<file path="config.mk">
export PLATFORM = sky130hd
export DESIGN_NAME = light_seg_scan
export DESIGN_NICKNAME = d
export VERILOG_FILES = /design/src/rtl/light_seg_pkg.sv /design/src/rtl/light_seg_decode.sv /design/src/rtl/light_seg_scan.sv
export SDC_FILE = /design/constraint.sdc
export NUM_CORES = 1
export LEC_CHECK = 0
export CORE_MARGIN = 2
export CORE_UTILIZATION = 27
export CTS_CLUSTER_DIAMETER = 200
export CTS_CLUSTER_SIZE = 8
export DETAILED_ROUTE_END_ITERATION = 10
export GPL_TIMING_DRIVEN = 0
export HOLD_SLACK_MARGIN = 0.12
export PLACE_DENSITY_LB_ADDON = 0.08
export SYNTH_ARGS = -nofsm -noshare
export SYNTH_HDL_FRONTEND = slang
export SYNTH_SLANG_ARGS = --single-unit
</file>
<file path="constraint.sdc">
create_clock -name clk -period 2.95 [get_ports clk]
set_clock_uncertainty 0.2 [all_clocks]
set_input_delay 0.885 -clock clk [delete_from_list [all_inputs] [get_ports clk]]
set_output_delay 0.885 -clock clk [all_outputs]
set_load 0.1 [all_outputs]
</file>
<file path="src/rtl/light_seg_pkg.sv">
// light_seg_pkg: light code constants, active-low segment patterns and blank pattern
package light_seg_pkg;
  localparam logic [1:0] LIGHT_C0 = 2'b00;
  localparam logic [1:0] LIGHT_C1 = 2'b01;
  localparam logic [1:0] LIGHT_C2 = 2'b10;
  localparam logic [1:0] LIGHT_C3 = 2'b11;
  localparam logic [6:0] SEG_C0 = 7'b0000001;
  localparam logic [6:0] SEG_C1 = 7'b0010000;
  localparam logic [6:0] SEG_C2 = 7'b0001000;
  localparam logic [6:0] SEG_C3 = 7'b1011000;
  localparam logic [6:0] SEG_BLANK = 7'b1111111;
endpackage

</file>
<file path="src/rtl/light_seg_decode.sv">
// light_seg_decode: 2-bit light code (code) to 7-bit active-low segment pattern (pat)
module light_seg_decode
  import light_seg_pkg::*;
(
  input  logic [1:0] code,
  output logic [6:0] pat
);
  always_comb
    pat = code == LIGHT_C0 ? SEG_C0 :
          code == LIGHT_C1 ? SEG_C1 :
          code == LIGHT_C2 ? SEG_C2 : SEG_C3;
endmodule

</file>
<file path="src/rtl/light_seg_scan.sv">
// light_seg_scan: multiplexed light-code display scanner; in clk, rst, light, blink_en; out seg, an, frame_done
module light_seg_scan
  import light_seg_pkg::*;
#(
  parameter int NUM_CH = 4,
  parameter int REFRESH_DIV = 100000,
  parameter int BLINK_DIV = 64
) (
  input  logic                  clk,
  input  logic                  rst,
  input  logic [2*NUM_CH-1:0]   light,
  input  logic [NUM_CH-1:0]     blink_en,
  output logic [6:0]            seg,
  output logic [NUM_CH-1:0]     an,
  output logic                  frame_done
);
  localparam int PW = REFRESH_DIV > 1 ? $clog2(REFRESH_DIV) : 1;
  localparam int IW = NUM_CH > 1 ? $clog2(NUM_CH) : 1;
  localparam int FW = BLINK_DIV > 1 ? $clog2(BLINK_DIV) : 1;
  logic [PW-1:0] presc;
  logic [IW-1:0] idx, ni;
  logic [FW-1:0] fcnt;
  logic run, phase, nphase, tick, wrap;
  logic [2*NUM_CH-1:0] snap_l, nl;
  logic [NUM_CH-1:0] snap_b, nb;
  logic [1:0] code;
  logic [6:0] pat;
  light_seg_decode u_dec (.code(code), .pat(pat));
  // run gates the very first tick after reset, which only moves the index to 0.
  // On a wrap edge the snapshot is loaded in the same edge that shows digit 0,
  // so the incoming light/blink/phase values feed the display directly.
  always_comb begin
    tick = presc == PW'(REFRESH_DIV - 1);
    wrap = tick && run && idx == IW'(NUM_CH - 1);
    ni = idx == IW'(NUM_CH - 1) ? '0 : idx + IW'(1);
    nl = wrap ? light : snap_l;
    nb = wrap ? blink_en : snap_b;
    nphase = (wrap && fcnt == FW'(BLINK_DIV - 1)) ? ~phase : phase;
    code = nl[{ni, 1'b0} +: 2];
  end
  always_ff @(posedge clk or posedge rst) begin
    if (rst) begin
      presc <= '0;
      idx <= IW'(NUM_CH - 1);
      fcnt <= '0;
      run <= 1'b0;
      phase <= 1'b0;
      snap_l <= '0;
      snap_b <= '0;
      seg <= SEG_BLANK;
      an <= '1;
      frame_done <= 1'b0;
    end else begin
      presc <= tick ? '0 : presc + PW'(1);
      frame_done <= wrap;
      if (wrap) begin
        snap_l <= light;
        snap_b <= blink_en;
        fcnt <= fcnt == FW'(BLINK_DIV - 1) ? '0 : fcnt + FW'(1);
        phase <= nphase;
      end
      if (tick) begin
        run <= 1'b1;
        idx <= ni;
        an <= ~(NUM_CH'(1) << ni);
        seg <= (nb[ni] && nphase) ? SEG_BLANK : pat;
      end
    end
  end
endmodule

</file>
==> results.sh, run 1 <==
export IMPL_status="finished clean"
export IMPL_nets=284
export IMPL_routed_wl_um=4880
export IMPL_dp_cells=362
export IMPL_avgSynthCellArea_um2=10.0
export IMPL_grt_util_all_layers_pct=12.0
export IMPL_cts_clk_slew_worst_paths_ns=0.10
export IMPL_pre_cts_ws_ns=0.101
export IMPL_grt_first_pass_wirelength_um=8430
export IMPL_syn_num_nets=252
export IMPL_first_iter_violations=46
export IMPL_viasPerCell=4.53
export IMPL_whs_ns=0.264
export IMPL_synthArstFlopShare_pct=100
export IMPL_rsz0062_at_grt="false"
export IMPL_synth_area_mm2=0.00231
export IMPL_synth_top_area_cell="dfrtp_1"
export IMPL_final_cells=369
export IMPL_antenna_found_initial=0
export IMPL_synth_top_area_share_pct=41.1
export IMPL_ys_flop_type="dfrtp_1"
export IMPL_cellInternalPower_mw=0.993
export IMPL_fin_crit_sh_pct=97.1
export IMPL_fillCellCount=878
export IMPL_sw_frac_of_total_pct=20.0
export IMPL_drv_cap=0
export IMPL_syn_instance_count=231
export IMPL_hpwl_um=3550
export IMPL_crit_path_max_fanout=4
export IMPL_die_w_um=96.6
export IMPL_synth_cell_types=34
export IMPL_critPathArrivalTime_ns=1.78
export IMPL_hold_viol=0
export IMPL_cts_tree="yes"
export IMPL_route_detailed_wl_per_inst_um=13.2
export IMPL_power_density_mw_per_mm2=439
export IMPL_grt_max_degree=28
export IMPL_yosys_warnings=0
export IMPL_finalMaxSlewViolations=0
export IMPL_area_growth_pct=22.3
export IMPL_cts_inserted_buffers=5
export IMPL_clkLatencyLatePin_ns=0.31
export IMPL_vdd_ir_drop_worst_v=0.000163
export IMPL_ys_seq_area_share_pct=53.6
export IMPL_worst_setup_path_end_kind="primary output"
export IMPL_cts_setup_buffers=0
export IMPL_p_total_mw=1.24
export IMPL_start_util_pct=28.0
export IMPL_worst_slack_ns=0.0841
export IMPL_p_clk_share_pct=43.1
export IMPL_io_pins=26
export IMPL_overflow=0
export IMPL_drive_above_1_share_pct=13.6
export IMPL_fin_setup_tns_ns=0
export IMPL_drt_pass1_iter_count=4
export IMPL_multiInputGateArea_um2=993
export IMPL_synthTopCellsByCount="49 x nand2_1, 38 x dfrtp_1, 19 x o21ai_0"
export IMPL_leakage_nw=1.21
export IMPL_die_h_um=96.6
export IMPL_cts_buffer_depth=2
export IMPL_period_minus_slack_ns=2.87
export IMPL_die_area_mm2=0.00932
export IMPL_setup_viol=0
export IMPL_core_mm2=0.00826
export IMPL_switchingPower_mw=0.248
export IMPL_ant_nets=0
export IMPL_synth_seq_cells=49
export IMPL_worstHoldPathType="register to register"
export IMPL_p_seq_share_pct=54.1
export IMPL_clock_sinks=49
export IMPL_p_comb_share_pct=2.8
export IMPL_synth_most_common_cell="nand2_1"
export IMPL_antenna_cells=0
export IMPL_synth_area_top_cells="dfrtp_1 41%, dfstp_2 12%, nand2_1 8.0%, o21ai_0 4.1%, ha_1 3.8%"
export IMPL_slew_limit_headroom_pct=35.8
export IMPL_grt_pass1_vias=1719
export IMPL_path_class="register to primary output"
export IMPL_port_buffers=25
export IMPL_root_buffer="clkbuf_8"
export IMPL_drc=0
export IMPL_start_kind="register"
export IMPL_htreeDepth=2
export IMPL_synth_edf_count=0
export IMPL_regArea_mm2=0.00124
export IMPL_vias=1672
export IMPL_max_freq_mhz=349
export IMPL_cp_required_ns=1.87
export IMPL_worst_pin_slew_ns=0.960
export IMPL_gp_congestion=0.711
export IMPL_rows=33
registers in the layout, summed over array words and instances, names as in the netlist:
register and count:
run 1, fcnt 6, snap_b 4, an 4
frame_done 1, presc 17, phase 1, seg 5
idx 2, snap_l 8
cell type report:
type	count	area share [%]
repair buffers	26	9.16
inverters	3	0.398
clock buffers	6	3.32
flip-flops and latches	49	43.8
clock inverters	2	1.24
plain buffers	11	2.30
multi-input cells	167	35.1
well taps	105	4.64
per-layer routing:
layer  vias to the layer above  global-route usage [%]  part of all wire, %  routed length, um
li1                        841                       -                    -                  -
met4                         0                    3.87                  1.4                 66
met2                        21                    18.5                   45               2180
met1                       803                    16.6                   50               2430
met5                         -                       0                    0                  0
met3                         7                    2.79                  3.9                190
per-stage QoR:
step	instance area (um2)	util [%]
floorplan	2310	-
global placement	2700	32.6
detailed placement	2720	32.9
CTS	2830	34.3
global route	2830	34.3
finish	2830	34.3
cells in the final DEF, fill, tap and decap left out, drive strengths merged, types with 6 or more instances in the layout:
cell type	n
clkbuf	11
nand3	10
ha	7
dlygate4sd2	9
clkdlybuf4s50	14
xnor2	9
dfrtp	38
dfstp	11
xor2	9
a21oi	6
nand2	49
buf	7
o21ai	26
nand4	9
nor2	18
final timing paths:
path | start | end | slack (ns) | cells after the start
max in group asynchronous | rst | seg[3] | 1.23 | 3
worst max-delay path | seg[5] | seg[2] | 0.08 | 2
min in group asynchronous | rst | fcnt[4] | 0.73 | 2
worst min register to register | seg[0] | seg[0] | 0.26 | 2
worst max register to register | idx[0] | seg[6] | 0.33 | 9
worst min-delay path | seg[0] | seg[0] | 0.26 | 2
power groups by stage:
stage                     Combinational (mW)  Clock [mW]  Sequential, mW
after detailed placement              0.0360           0           0.685
after global routing                  0.0387       0.589           0.672
after global placement                0.0334           0           0.685
final                                 0.0343       0.535           0.672
after CTS                             0.0361       0.563           0.672
after floorplan                      0.00980           0           0.685
logic make-up after synthesis:
group                      after synthesis  synth area share, %
muxes                                    1                0.487
and+or+nand+nor                        100                 21.4
xor gates and xnor gates                18                 6.81
adders and majority gates                7                 3.79
AOI/OAI and AO/OA                       41                 10.5
DFF                                     49                 53.6
buffers and inverters                   15                 3.46
worst max-delay path: stages, from the launching register on:
cell             delay [ns]
dfstp_2                0.57
buf_4                  0.10
clkdlybuf4s15_1        0.80
what timing repair did:
action                     in CTS  in global routing
cloned                          0                  0
hold buffers                    0                  0
setup endpoints to repair      11                  3
resized for setup              11                  2
Note: power is estimated with default switching activity, not from simulation.
==> run 2, diff against run 1 <==
==> constraint.sdc (replaced) <==
create_clock -name clk -period 3.03 [get_ports clk]
set_clock_uncertainty 0.2 [all_clocks]
set_input_delay 0.909 -clock clk [delete_from_list [all_inputs] [get_ports clk]]
set_output_delay 0.909 -clock clk [all_outputs]
set_load 0.1 [all_outputs]
==> results.sh, run 2 (synthesis gave the netlist of run 1 again) <==
export IMPL_top_regs="presc x17, snap_l x8, fcnt x6"
export IMPL_grt_util_all_layers_pct=12.0
export IMPL_worst_pin_slew_ns=0.960
export IMPL_grt_first_pass_wirelength_um=8430
export IMPL_clkLatencyLatePin_ns=0.31
export IMPL_clock_sinks=49
export IMPL_antenna_found_initial=0
export IMPL_leakage_nw=1.20
export IMPL_rows=33
export IMPL_drive_above_1_share_pct=13.6
export IMPL_critPathArrivalTime_ns=1.81
export IMPL_start_util_pct=28.0
export IMPL_antenna_cells=0
export IMPL_drt_pass1_iter_count=4
export IMPL_vias=1672
export IMPL_first_iter_violations=46
export IMPL_cts_buffer_depth=2
export IMPL_max_stage_delay_ns=0.84
export IMPL_port_buffers=25
export IMPL_setup_viol=0
export IMPL_die_w_um=96.6
export IMPL_worstHoldPathType="register to register"
export IMPL_worst_setup_path_end_kind="primary output"
export IMPL_drc=0
export IMPL_finalMaxSlewViolations=0
export IMPL_hold_buffers=0
export IMPL_dp_cells=362
export IMPL_htreeDepth=2
export IMPL_ant_nets=0
export IMPL_worst_slack_ns=0.109
export IMPL_core_mm2=0.00826
export IMPL_cp_required_ns=1.92
export IMPL_start_kind="register"
export IMPL_max_freq_mhz=342
export IMPL_final_common_cell="nand2_1"
export IMPL_largest_reg_flops=17
export IMPL_grt_pass1_vias=1719
export IMPL_power_density_mw_per_mm2=427
export IMPL_nets=284
export IMPL_drv_cap=0
export IMPL_cts_inserted_buffers=5
export IMPL_die_area_mm2=0.00932
export IMPL_vdd_ir_drop_worst_v=0.000159
export IMPL_route_detailed_wl_per_inst_um=13.2
export IMPL_pre_cts_ws_ns=0.157
export IMPL_crit_buf_inv=2
export IMPL_status="finished clean"
export IMPL_cts_clk_slew_worst_paths_ns=0.10
export IMPL_cts_tree="yes"
export IMPL_viasPerCell=4.53
export IMPL_grt_max_degree=28
export IMPL_final_cell_mix="49 x nand2_1, 38 x dfrtp_1, 19 x o21ai_0, 18 x nor2_1, 14 x clkdlybuf4s50_1"
export IMPL_final_cells=369
export IMPL_period_minus_slack_ns=2.92
export IMPL_cpLargestDelayFamily="buffers and inverters"
export IMPL_die_h_um=96.6
export IMPL_routed_wl_um=4880
export IMPL_fin_setup_tns_ns=0
export IMPL_path_class="register to primary output"
export IMPL_hold_viol=0
export IMPL_rsz0062_at_grt="false"
export IMPL_root_buffer="clkbuf_8"
export IMPL_crit_path_max_fanout=4
export IMPL_area_growth_pct=22.2
export IMPL_hpwl_um=3550
export IMPL_max_flop_register="presc"
export IMPL_path_cells="buf_4, dlygate4sd2_1"
export IMPL_overflow=0
export IMPL_gp_congestion=0.711
export IMPL_cts_setup_buffers=0
export IMPL_slew_limit_headroom_pct=35.8
export IMPL_critical_path_slowest_cell="dlygate4sd2_1"
export IMPL_fin_crit_sh_pct=96.4
export IMPL_io_pins=26
## run 2: per-stage QoR
stage	util, %	instance area (um2)	hold WS, ns	power (mW)
3_5_place_dp	32.9	2720	0.255	0.702
3_3_place_gp	32.6	2700	0.252	0.699
2_1_floorplan	-	2310	0.233	0.676
4_1_cts	34.3	2830	0.269	1.24
6_report	34.2	2830	0.264	1.21
5_1_grt	34.2	2830	0.295	1.27
## run 2: cell type report
type	count	area, um2
Multi-Input combinational cell	167	993
Tap cell	105	131
Timing Repair Buffer	26	256
Inverter	3	11.3
Buffer	11	65.1
Clock buffer	6	93.8
Fill cell	879	5430
Sequential cell	49	1240
Clock inverter	2	35.0
## run 2: per-layer routing
layer,track usage (%),up-vias,routed length (um)
met4,3.87,0,66
met5,0,-,0
met2,18.5,21,2180
met1,16.6,803,2430
li1,-,841,-
met3,2.79,7,191
## run 2: repair_timing
item	4_1_cts	5_1_grt
endpoints found under the setup margin	11	1
gates resized for setup	11	0
pin swaps	0	0
## run 2: power by group
| group | internal (mW) | total, mW | switching (mW) |
|---|---|---|---|
| Clock | 0.295 | 0.521 | 0.226 |
| Sequential | 0.654 | 0.654 | 0 |
| Combinational | 0.0173 | 0.0334 | 0.0161 |
| Total | 0.966 | 1.21 | 0.242 |
## run 2: worst register-to-register path, stage by stage (launching register included)
cell and delay [ns]:
dfstp_2 0.59, ha_1 0.15, clkbuf_1 0.30, nand2_1 0.21, or2_1 0.28, buf_6 0.14, a21oi_1 0.15, o32a_2 0.21
o21ai_1 0.07, mux2_2 0.27
## run 2: final timing paths
kind / start / endpoint / slack, ns / depth (start not counted)
max reg2reg: idx[0] / seg[6] / 0.41 / 9
min: seg[0] / seg[0] / 0.26 / 2
min reg2reg: seg[0] / seg[0] / 0.26 / 2
max: seg[5] / seg[2] / 0.11 / 2
min in group asynchronous: rst / fcnt[4] / 0.75 / 2
max in group asynchronous: rst / seg[3] / 1.29 / 3
==> RTL edit 1 (flow settings as in run 1) <==
`REFRESH_DIV`: 100000 -> 50000.
--- a/src/rtl/light_seg_scan.sv
+++ b/src/rtl/light_seg_scan.sv
@@ -4,5 +4,5 @@
 #(
   parameter int NUM_CH = 4,
-  parameter int REFRESH_DIV = 100000,
+  parameter int REFRESH_DIV = 50000,
   parameter int BLINK_DIV = 64
 ) (
Check against the original RTL: no difference found for any inputs over 10 cycles, from zero or initial values and one cycle with rst high; that may be too few to reach the edited logic, so the function may still have changed.
==> RTL edit 1 against run 1 <==
Routed wire length decreased by 1.0%; setup slack about the same; utilization decreased by 0.83 points; largest power group unchanged; area after synthesis shrank 2.8%; critical path depth did not move; highest routed layer unchanged; count of clock-buffer cells in the layout rose by 1; sequential cell count fell by 1; power shrank 13%; die area fell by 2.6%; cell area down 3.9%; global-route usage hardly changed; worst hold slack got worse by 0.0073 ns.
==> RTL edit 1: results (changes against run 1) <==
| Metric | Value |
|---|---|
| Multi-input gates | `160 (-4.2%)` |
| RR Startpoint | `presc[0]` |
| First-pass GRT wire length | `8350 um (-0.97%)` |
| Area delta synth->final | `20.9%` |
| Dpl ws | `0.117 ns (+0.0154 ns)` |
| Min Hold Slack | `0.257 ns (-0.00734 ns)` |
| Clock power share | `35.5% (-7.6 points)` |
| Multi-input gate area | `960 sq um (-3.4%)` |
| Synthesized net count | `244 (-3.2%)` |
| Crit path capture | `seg[5]` |
| Via/cell ratio | `4.55 (+0.44%)` |
| Sequential element share of the synthesized area | `54.0% (+0.41 points)` |
| GPL Wtd Cong | `0.753 (+5.8%)` |
| Mean Syn Cell Area | `10.0 sq um (+0.28%)` |
| Lkg Pwr | `1.17 nW (-3.3%)` |
| Top Registers | `presc (16), snap_l (8), fcnt (6)` |
| Hold EP | `presc[0]` |
| Post-DP HPWL | `3420 um (-3.6%)` |
| Hold Path Origin | `presc[0]` |
| Status | `finished clean` |
| GRT Overall Usage | `11.9% (-0.043 points)` |
| Non-clock buffer share | `11.6% (+0.19 points)` |
| Fill cell count | `840 (-4.3%)` |
| Proportion of layout cells with a drive suffix above 1 | `14.7% (+1.1 points)` |
| Final worst slack | `0.0841 ns (-0.0000700 ns)` |
-- RTL edit 1: cell types whose count changed in the layout (fill, tap and decap cells not counted), moves of 3 or more --
cell,before,now
or3_1,0,3
nor2_1,18,14
buf_2,1,6
nand2_1,49,44
and3_1,2,8
and4_1,3,0
-- RTL edit 1: cell families (layout without fill, tap and decap cells) --
group	Yosys count	after routing	synth area share, %
simple gates	95	95	21.9
xor+xnor	15	15	5.84
flops	48	48	54.0
fa+ha+maj	6	6	3.34
buf+inv	16	50	3.34
compound gates	44	44	11.6
-- RTL edit 1: metal layers --
| layer | routed length [um] | GRT usage (%) | vias up |
|---|---|---|---|
| met4 | 43 | 3.26 | 0 |
| met3 | 166 | 2.85 | 6 |
| li1 | - | - | 832 |
| met1 | 2390 | 16.0 | 797 |
| met5 | 0 | 0 | - |
| met2 | 2230 | 19.3 | 17 |
-- RTL edit 1: worst max-delay path: stages, from the launching register on --
cell and delay [ns]:
dfstp_2 0.55, buf_4 0.10, dlygate4sd2_1 0.84
==> RTL edit 2 (flow settings as in run 1) <==
Made on the original files. Remove the register `frame_done`: a continuous assignment takes its place, so the output `frame_done` follows one clock earlier.
--- a/src/rtl/light_seg_scan.sv
+++ b/src/rtl/light_seg_scan.sv
@@ -50,8 +50,6 @@
       seg <= SEG_BLANK;
       an <= '1;
-      frame_done <= 1'b0;
     end else begin
       presc <= tick ? '0 : presc + PW'(1);
-      frame_done <= wrap;
       if (wrap) begin
         snap_l <= light;
@@ -68,4 +66,6 @@
     end
   end
+
+  assign frame_done = wrap;
 endmodule
 
Behaviour: same outputs for any inputs over 10 cycles, from zero or initial values and one cycle with rst high; that may be too few to reach the edited logic, so the function may still have changed.
==> RTL edit 2 against run 1 <==
Power shrank 11%; sequential share of layout area decreased by 1.0 points; sequential cell count decreased by 1; routed wire length increased by 0.74%; setup slack got worse by 0.021 ns; synthesized cell count down 0.43%; count of clock-buffer cells in the layout is the same; cell area is 0.27% higher; area after synthesis decreased by 1.1%; clock power is 23% lower; register-to-register slack gained 0.08 ns; first-iteration DRC count increased by 140%; die area decreased by 1.0%.
==> RTL edit 2: results (changes against run 1) <==
| Metric | Value |
|---|---|
| Status | `finished clean` |
| Synthesized net count | `251 (-0.40%)` |
| # nets final | `288 (+1.4%)` |
| First-pass GRT wire length | `8180 um (-3.0%)` |
| Dominant cells by area after synthesis | `dfrtp_1, dfstp_2, nand2_1` |
| Most common cell in the netlist | `nand2_1` |
| Bufs on Longest Clock Path | `2 (unchanged)` |
| Critical path's slowest cell | `dlygate4sd2_1` |
| Largest net degree at the start of global routing | `30 (+7.1%)` |
| GRT Overall Usage | `11.6% (-0.40 points)` |
| Initial antenna violation count | `0 (unchanged)` |
| Pwr dens | `390 mW/mm^2 (-11%)` |
| Root buffer cell | `clkbuf_8` |
| Worst ir drop on vdd | `0.164 mV (+0.41%)` |
| Hold Path Origin | `seg[0]` |
| CP max stage delay | `0.84 ns (+0.04 ns)` |
| Proportion of layout cells with a drive suffix above 1 | `16.8% (+3.2 points)` |
| DRT iter0 DRCs | `111 (+140%)` |
| Post-synth top cells | `nand2_1, dfrtp_1, o21ai_0` |
| Relative slew margins | `36.1% (+0.27 points)` |
| Sequential element share of the synthesized area | `53.1% (-0.51 points)` |
| Post-DP HPWL | `3490 um (-1.6%)` |
| Final setup viols | `0 (unchanged)` |
| Cell Area, Placed | `0.00270 sq mm (-0.64%)` |
| Vias in the first global route | `1645 (-4.3%)` |
| RR Startpoint | `idx[0]` |
| DR pass1 iterations | `4 (unchanged)` |
| Placed cell count | `361 (-0.28%)` |
| Post-synthesis cell count | `230 (-0.43%)` |
| Non-Filler Instances | `373 (+1.1%)` |
| Lkg Pwr | `1.20 nW (-0.26%)` |
| Fill cell count | `859 (-2.2%)` |
| Synthesis Warnings | `0 (unchanged)` |
| H-tree depth | `2 (unchanged)` |
| CP arrival | `1.80 ns (+0.02 ns)` |
| DR vias | `1695 (+1.4%)` |
| GPL Wtd Cong | `0.732 (+2.9%)` |
| DR WL/cell | `13.2 um (-0.34%)` |
| Reg2reg path depth | `8 (-1)` |
| WHS Path Cells | `2 (unchanged)` |
RTL edit 2: worst paths after layout:
check,endpoint,slack (ns)
setup / recovery,seg[5],0.06
hold / removal,seg[0],0.27
setup reg to reg,seg[6],0.41
hold reg to reg,seg[0],0.27
max in group asynchronous,an[3],1.25
min in group asynchronous,presc[14],0.71
RTL edit 2: layer usage:
layer | GRT usage (%) | routed length, um
met5 | 0 | 0
met4 | 3.21 | 33
met3 | 2.74 | 170
met2 | 17.2 | 2180
met1 | 16.8 | 2530
RTL edit 2: logic make-up after synthesis:
kind of cell               synth area share (%)
and+or+nand+nor                            21.6
xor gates and xnor gates                   6.89
buffers and inverters                      3.50
AOI/OAI and AO/OA                          10.6
adders and majority gates                  3.83
muxes                                     0.492
DFF                                        53.1
RTL edit 2: layout make-up:
cell class	instances	area share (%)
sequential	48	42.8
clock inverter	2	0.353
tap	105	4.63
multi-input combinational	167	35.8
buffer	11	2.38
clock buffer	6	2.91
inverter	3	0.397
timing repair buffer	31	10.7
RTL edit 2: repair_timing:
item                       CTS  global route
pin swaps                    4             1
gates cloned                 0             0
setup endpoints to repair   12             1
buffers inserted             0             5
resized for setup           24             0
RTL edit 2: through the flow:
stage               worst slack, ns  TNS [ns]
floorplan                     0.231         0
global placement             -0.840    -16.64
detailed placement           -0.799    -0.799
CTS                         -0.0178   -0.0178
global route                0.00785         0
finish                       0.0627         0
RTL edit 2: power by group:
part	leakage [nW]	switching, W	internal (W)
clock network	0.0510	0.000225	0.000188
registers	0.554	0	0.000658
logic	0.599	0.0000168	0.0000178
total	1.20	0.000242	0.000864
